### config.mk
export PLATFORM = sky130hd
export DESIGN_NAME = fetch_flow_ctrl
export DESIGN_NICKNAME = d
export VERILOG_FILES = /design/src/rtl/fetch_flow_ctrl.sv
export SDC_FILE = /design/constraint.sdc
export NUM_CORES = 1
export LEC_CHECK = 0
export ABC_AREA = 0
export CAP_MARGIN = 20
export CELL_PAD_IN_SITES_DETAIL_PLACEMENT = 0
export CELL_PAD_IN_SITES_GLOBAL_PLACEMENT = 1
export CORE_MARGIN = 4
export CORE_UTILIZATION = 24
export DETAILED_ROUTE_END_ITERATION = 7
export PLACE_DENSITY_LB_ADDON = 0.1
export RECOVER_POWER = 100
export REMOVE_ABC_BUFFERS = 1
export SYNTH_ARGS = -nofsm -noshare
export SYNTH_HDL_FRONTEND = slang
export SYNTH_SLANG_ARGS = --single-unit
export TNS_END_PERCENT = 1
### constraint.sdc
create_clock -name clk -period 2.7 [get_ports clk]
set_input_delay 0.81 -clock clk [delete_from_list [all_inputs] [get_ports clk]]
set_output_delay 0.81 -clock clk [all_outputs]
set_load 0.05 [all_outputs]
### src/rtl/fetch_flow_ctrl.sv
// fetch_flow_ctrl
// ----------------
// Drives the IF/ID pipeline register and the fetch PC. It combines three
// inputs into the IF/ID stall and flush controls: back-end mispredict
// recovery, decode back-pressure and I-cache miss. After each recovery it
// issues a one-cycle PC redirect and then holds a fixed refill bubble.
//
// Parameters:
//   REFILL_CYC     bubble cycles after a redirect (1..15)
//   STALL_TIMEOUT  consecutive stall cycles before stall_timeout (1..255)
//
// Ports:
//   clk             rising-edge clock
//   rst_n           asynchronous active-low reset
//   mis_pred_in     mispredict pulse from branch resolution
//   recv_pc_in      recovery PC, valid with mis_pred_in
//   dec_full        decode/rename cannot accept (level)
//   icache_miss     fetch data invalid this cycle (level)
//   stall           IF/ID hold
//   flush           IF/ID clear (combinational, same edge as mispredict)
//   fetch_en        fetch PC may advance
//   pc_redirect     one-cycle pulse: load redirect_pc into the fetch PC
//   redirect_pc     registered recovery PC
//   stall_timeout   consecutive-stall watchdog flag
//   perf_stall_cnt  total stall cycles
//   perf_flush_cnt  total accepted mispredicts
//
// Build option:
//   FETCH_PERF_CNT_EN  when defined, the two perf counters are built.
//                      When it is undefined, both perf ports read as 0.

module fetch_flow_ctrl #(
    parameter int REFILL_CYC    = 2,
    parameter int STALL_TIMEOUT = 255
) (
    input  logic        clk,
    input  logic        rst_n,
    input  logic        mis_pred_in,
    input  logic [63:0] recv_pc_in,
    input  logic        dec_full,
    input  logic        icache_miss,
    output logic        stall,
    output logic        flush,
    output logic        fetch_en,
    output logic        pc_redirect,
    output logic [63:0] redirect_pc,
    output logic        stall_timeout,
    output logic [31:0] perf_stall_cnt,
    output logic [31:0] perf_flush_cnt
);

    typedef enum logic [1:0] {
        RUN    = 2'd0,
        STALL  = 2'd1,
        FLUSH  = 2'd2,
        REFILL = 2'd3
    } state_t;

    localparam logic [3:0] REFILL_INIT = 4'(REFILL_CYC);
    localparam logic [7:0] WDOG_MAX    = 8'(STALL_TIMEOUT);

    state_t      state_reg;
    logic [3:0]  refill_cnt_reg;
    logic [7:0]  wdog_cnt_reg;
    logic [7:0]  wdog_cnt_next;
    logic        pc_redirect_reg;
    logic [63:0] redirect_pc_reg;
    logic        stall_timeout_reg;

    logic        stall_src;
    logic        flush_raw;

    // flush does not wait for a register. IF/ID is cleared on the same edge
    // that samples the mispredict. Both controls are held low during reset
    // so that IF/ID never sees a flush or stall while reset is asserted.
    always_comb begin
        stall_src = dec_full | icache_miss;
        flush_raw = mis_pred_in | (state_reg == FLUSH) | (state_reg == REFILL);
        flush     = rst_n & flush_raw;
        stall     = rst_n & stall_src & ~flush_raw;
        fetch_en  = ~stall & (state_reg != FLUSH);
    end

    // The watchdog counts consecutive stall cycles and saturates at the
    // threshold. Any cycle without a stall clears it.
    always_comb begin
        wdog_cnt_next = 8'd0;
        if (stall) begin
            wdog_cnt_next = (wdog_cnt_reg == WDOG_MAX) ? WDOG_MAX : wdog_cnt_reg + 8'd1;
        end
    end

    always_ff @(posedge clk or negedge rst_n) begin
        if (!rst_n) begin
            state_reg         <= RUN;
            refill_cnt_reg    <= 4'd0;
            wdog_cnt_reg      <= 8'd0;
            pc_redirect_reg   <= 1'b0;
            redirect_pc_reg   <= 64'd0;
            stall_timeout_reg <= 1'b0;
        end else begin
            pc_redirect_reg <= 1'b0;
            if (mis_pred_in) begin
                // A mispredict in any state restarts the recovery sequence.
                // The newest recovery PC replaces the one held before.
                state_reg       <= FLUSH;
                redirect_pc_reg <= recv_pc_in;
                pc_redirect_reg <= 1'b1;
            end else begin
                case (state_reg)
                    RUN: begin
                        if (stall_src) state_reg <= STALL;
                    end
                    STALL: begin
                        if (!stall_src) state_reg <= RUN;
                    end
                    FLUSH: begin
                        refill_cnt_reg <= REFILL_INIT;
                        state_reg      <= REFILL;
                    end
                    REFILL: begin
                        refill_cnt_reg <= refill_cnt_reg - 4'd1;
                        if (refill_cnt_reg <= 4'd1) begin
                            state_reg <= stall_src ? STALL : RUN;
                        end
                    end
                endcase
            end
            wdog_cnt_reg      <= wdog_cnt_next;
            stall_timeout_reg <= (wdog_cnt_next == WDOG_MAX);
        end
    end

    assign pc_redirect   = pc_redirect_reg;
    assign redirect_pc   = redirect_pc_reg;
    assign stall_timeout = stall_timeout_reg;

`ifdef FETCH_PERF_CNT_EN
    logic [31:0] perf_stall_cnt_reg;
    logic [31:0] perf_flush_cnt_reg;

    // These counters wrap freely. They are event totals, not rates.
    always_ff @(posedge clk or negedge rst_n) begin
        if (!rst_n) begin
            perf_stall_cnt_reg <= 32'd0;
            perf_flush_cnt_reg <= 32'd0;
        end else begin
            if (stall)       perf_stall_cnt_reg <= perf_stall_cnt_reg + 32'd1;
            if (mis_pred_in) perf_flush_cnt_reg <= perf_flush_cnt_reg + 32'd1;
        end
    end

    assign perf_stall_cnt = perf_stall_cnt_reg;
    assign perf_flush_cnt = perf_flush_cnt_reg;
`else
    assign perf_stall_cnt = 32'd0;
    assign perf_flush_cnt = 32'd0;
`endif

endmodule

Yosys cells after proc, flatten, opt, wreduce, memory -nomap -nowiden:

Index checks and enable logic that the tools add are counted.

* output and inout bits: 133
* word-level logic and storage cells: 42
* input bits: 69
* flip-flop bits (word level): 80

* muxes and demuxes: 10
* reduce and logical (&&, ||, !) cells: 4
* bitwise logic cells: 10
* add/subtract/negate cells: 2
* magnitude comparators: 1
* equal/unequal tests: 9

Operator list (number)
* 8-bit == test (second input constant): 2
* 8-bit two-way mux: 2
* 8-bit by 1-bit adder with 8-bit output (second input constant): 1
* 2-bit two-way mux: 4
* 2-bit one-hot mux with 4 select lines: 1
* 4-bit one-hot mux with 2 select lines: 1
* 3-bit != test (second input constant): 2
* 1-bit bitwise AND: 4
* 2-bit == test (second input constant): 2
* 4-bit by 1-bit <= comparator with 1-bit output (second input constant): 1
* 4-bit by 1-bit subtractor with 4-bit output (second input constant): 1
* 3-bit by 2-bit != test with 1-bit output (second input constant): 1
* 1-bit inverter: 3
* 1-bit bitwise OR: 3
* 3-bit AND reduction: 1
* 2-bit by 1-bit == test with 1-bit output (second input constant): 1
* 2-bit logical NOT: 1
* 1-bit two-way mux: 2
* 2-bit != test (second input constant): 1
* 2-bit AND reduction: 1
* 2-bit nonzero test: 1

Longest topological paths before layout:

Gate-level depths: netlist of the first run.

* depth after elaboration: 7
* gate-level depth with buffers: 6
* gate-level depth less buffers: 6

Worst setup path before layout of the first run:

Ideal clock, no wire load.

* path type: input port to output port
* from: input mis_pred_in
* to: output fetch_en
* buffers on the path: 1
* required time: 1.890 ns
* path slack: -0.358 ns
* stages: 5
* arrival time: 2.248 ns
* path through: clkbuf_1 -> nor2_1 -> nand3b_4 -> inv_1 -> a21oi_1

* cells in the longest elaborated chain, start to end: 6

RTL lines
* from (decl): line 38 `input logic mis_pred_in,`
* 1-bit bitwise OR (2 in series): line 78 `flush_raw = mis_pred_in | (state_reg == FLUSH) | (state_reg == REFILL);`
* 1-bit inverter: line 80 `stall = rst_n & stall_src & ~flush_raw;`
* 1-bit bitwise AND: line 80
* net stall: line 42 `output logic stall,`
* 1-bit inverter: line 81 `fetch_en = ~stall & (state_reg != FLUSH);`
* 1-bit bitwise AND: line 81
* to (decl): line 44 `output logic fetch_en,`

The timed path passes the listed nets, and every way through them passes these cells.

Worst setup path in the final report of the first run:

* from: input icache_miss
* to: output fetch_en

* cells in the longest elaborated chain, start to end: 5

RTL lines
* from (decl): line 41 `input logic icache_miss,`
* 1-bit bitwise OR: line 77 `stall_src = dec_full | icache_miss;`
* 1-bit bitwise AND (2 in series): line 80
* 1-bit inverter: line 81
* 1-bit bitwise AND: line 81

No other way between the ends.

==> impl_metrics.ini, run 1 <==
[power_and_ir_drop]
swShare_pct = 34.76
p_sw_mw = 1.309
p_seq_share_pct = 37.3
total_power_mw = 3.766
irDropWorstVdd_mv = 0.2970
p_leak_nw = 2.298
internal_power_mw = 2.457
pwr-share-clk_pct = 32.0
combPwrFrac_pct = 30.7
power_density_mw_per_mm2 = 698.0

[worst_setup_path]
cp-end-kind = output port
path_cells = clkdlybuf4s50_1 > nor2_2 > nand3b_4 > inv_1 > a21oi_2 > buf_12
ff2ff_path_depth = 6
cp_num_cells = 6
required_ns = 1.89
path_class = in2out
cp_data_arrival_time_ns = 1.83
slowest_stage = clkdlybuf4s50_1
cp-start-kind = input port
cp_max_fo = 2
cpPeakStageDelay_ns = 0.41
path_buf_inv = 3
critical-path-top-delay-family = buffers and inverters

[clock_network]
root_buffer = clkbuf_16
clk_pin_slew_ns = 0.06
clk_path_buf_depth = 2
insertion_delay_ns = 0.33
cts_buffers = 9
cts_tree = yes
cts_sinks = 80
h-tree-depth = 3

[die]
die_h_um = 132.4
coreArea_mm2 = 0.01520
fp.dieW_um = 132.4
dieArea_mm2 = 0.01752
pin_count = 202
placementRows = 45
start_util_pct = 24.42

[routing]
routed_wl_mm = 8.997
drt_pass1_iterations = 3
wl_per_cell_um = 14.37
drt_iter0_drc = 42
ant_nets = 0
via_per_inst = 3.927
route.detailed.drc = 0
vias = 2458

[layout]
multi_input_area_mm2 = 0.001408
fin_nets = 507
final_common_cell = clkdlybuf4s50_1
diodes = 0
regArea_mm2 = 0.002002
largest_register_ffs = 64
drive_gt1_share_pct = 21.00
area_growth_pct = 45.33
layout_common_cells = clkdlybuf4s50_1, dfrtp_1, mux2_2, conb_1, nand2_1
fillers = 1494

[sta]
maxSlewHeadroom_pct = 43.68
timing.final.max_slew_violations = 0
period_share_pct = 97.74
setup_violations = 0
hold_viol = 0
setup_ws_ns = 0.06097
tightest_slew_ns = 0.8448
whs_ns = 0.3497
fin_crit_ns = 2.639
fin_skew_ns = 0.002628
fmax_mhz = 378.9

[global_routing]
grt_max_degree = 70
first_global_vias = 2680
grt_overflow_total = 0
grt_pass1_wl_mm = 14.32
grt_use_total_pct = 10.48
antenna_found_initial = 1

[placed_design]
post-place-ws_ns = -0.1040
port-buffer-count = 137
hpwl_mm = 6.407
routabilityCongestion = 0.6929

[worst_hold_path]
hp-class = in2async

[logic_synthesis]
async_flop_share_pct = 100.0
synth-edff-count = 0
synth-seq-cells = 80
yosys_most_used_dff = dfrtp_1
synth_area_mm2 = 0.003712
yosysSeqAreaShare_pct = 53.93
syn_inst = 292
yosys_warnings = 0
avgSynthCellArea_um2 = 12.71
ys_types = 38

[job]
drv_cap = 0

[status]
outcome = finished, final reports clean
-- cell type report --
| type | count | share of cell area (%) |
|---|---|---|
| Inverter | 6 | 0.4174 |
| Clock inverter | 3 | 0.8117 |
| Timing Repair Buffer | 142 | 26.72 |
| Multi-Input combinational cell | 196 | 26.09 |
| Tap cell | 188 | 4.360 |
| Sequential cell | 80 | 37.11 |
| Clock buffer | 11 | 4.499 |
-- final timing paths --
kind / from / to / slack, ns
max: icache_miss / fetch_en / 0.06
min: rst_n / redirect_pc[58] / 0.35
max reg2reg: wdog_cnt_reg[0] / stall_timeout / 0.88
min reg2reg: redirect_pc[51] / redirect_pc[51] / 0.51
max in group asynchronous: rst_n / redirect_pc[35] / 1.24
min in group clk: redirect_pc[51] / redirect_pc[51] / 0.51
-- repair_timing --
item / in CTS / in global routing
pin swaps: 0 / 1
setup endpoints to repair: 1 / 1
resized for setup: 2 / 1
cloned: 0 / 0
setup buffers: 0 / 1
hold buffers: 0 / 0
-- logic make-up after synthesis --
logic type | share of synthesized area, %
DFF | 53.93
muxes | 19.95
adders and majority gates | 1.011
AOI/OAI and AO/OA | 3.808
and+or+nand+nor | 6.033
xor gates and xnor gates | 0.4719
buffers and inverters | 14.70
other | 0.1010
-- power groups by stage --
stage               Combinational (mW)  Sequential, mW  Clock [mW]
global route                      1.22            1.42        1.32
finish                            1.16            1.40        1.20
detailed placement                1.17            1.42           0
floorplan                        0.399            1.76           0
global placement                  1.17            1.42           0
CTS                               1.17            1.41        1.27
-- metal layers --
| layer | up-vias | global-route usage [%] | part of all wire (%) |
|---|---|---|---|
| met3 | 11 | 7.023 | 14 |
| li1 | 1149 | - | - |
| met4 | 2 | 4.503 | 1.8 |
| met2 | 118 | 15.91 | 46 |
| met1 | 1178 | 11.44 | 39 |
| met5 | - | 0 | 0.078 |
-- synth_stat cells, types with 3 or more instances --
cell	number	area share [%]
inv_1	6	0.61
mux2_2	64	19
buf_2	4	0.54
nand2b_1	3	0.51
a21oi_1	9	1.2
o21ai_0	3	0.40
buf_4	65	13
nor3_1	3	0.40
nand2_1	10	1.0
ha_1	3	1.0
nor2_1	7	0.71
dfrtp_1	80	54
-- metrics by stage --
stage / std cells / instance area (um^2) / util, % / setup TNS, ns
after global routing: 626 / 5395 / 35.49 / -0.0002571
after global placement: 611 / 5097 / 33.53 / -0.06242
after detailed placement: 611 / 5097 / 33.53 / -0.1040
after CTS: 625 / 5390 / 35.46 / 0
final: 626 / 5395 / 35.49 / 0
after floorplan: 282 / 3426 / - / -0.2835
Note: power is estimated with default switching activity, not from simulation.
==> run 2: changes to the inputs <==
--- a/config.mk
+++ b/config.mk
@@ -11,6 +11,7 @@
 export CELL_PAD_IN_SITES_GLOBAL_PLACEMENT = 1
 export CORE_MARGIN = 4
 export CORE_UTILIZATION = 24
+export CTS_CLUSTER_SIZE = 14
 export DETAILED_ROUTE_END_ITERATION = 7
 export PLACE_DENSITY_LB_ADDON = 0.1
 export RECOVER_POWER = 100
==> results of run 2 <==
Final layout, timing and power as in run 1 (identical DEF).
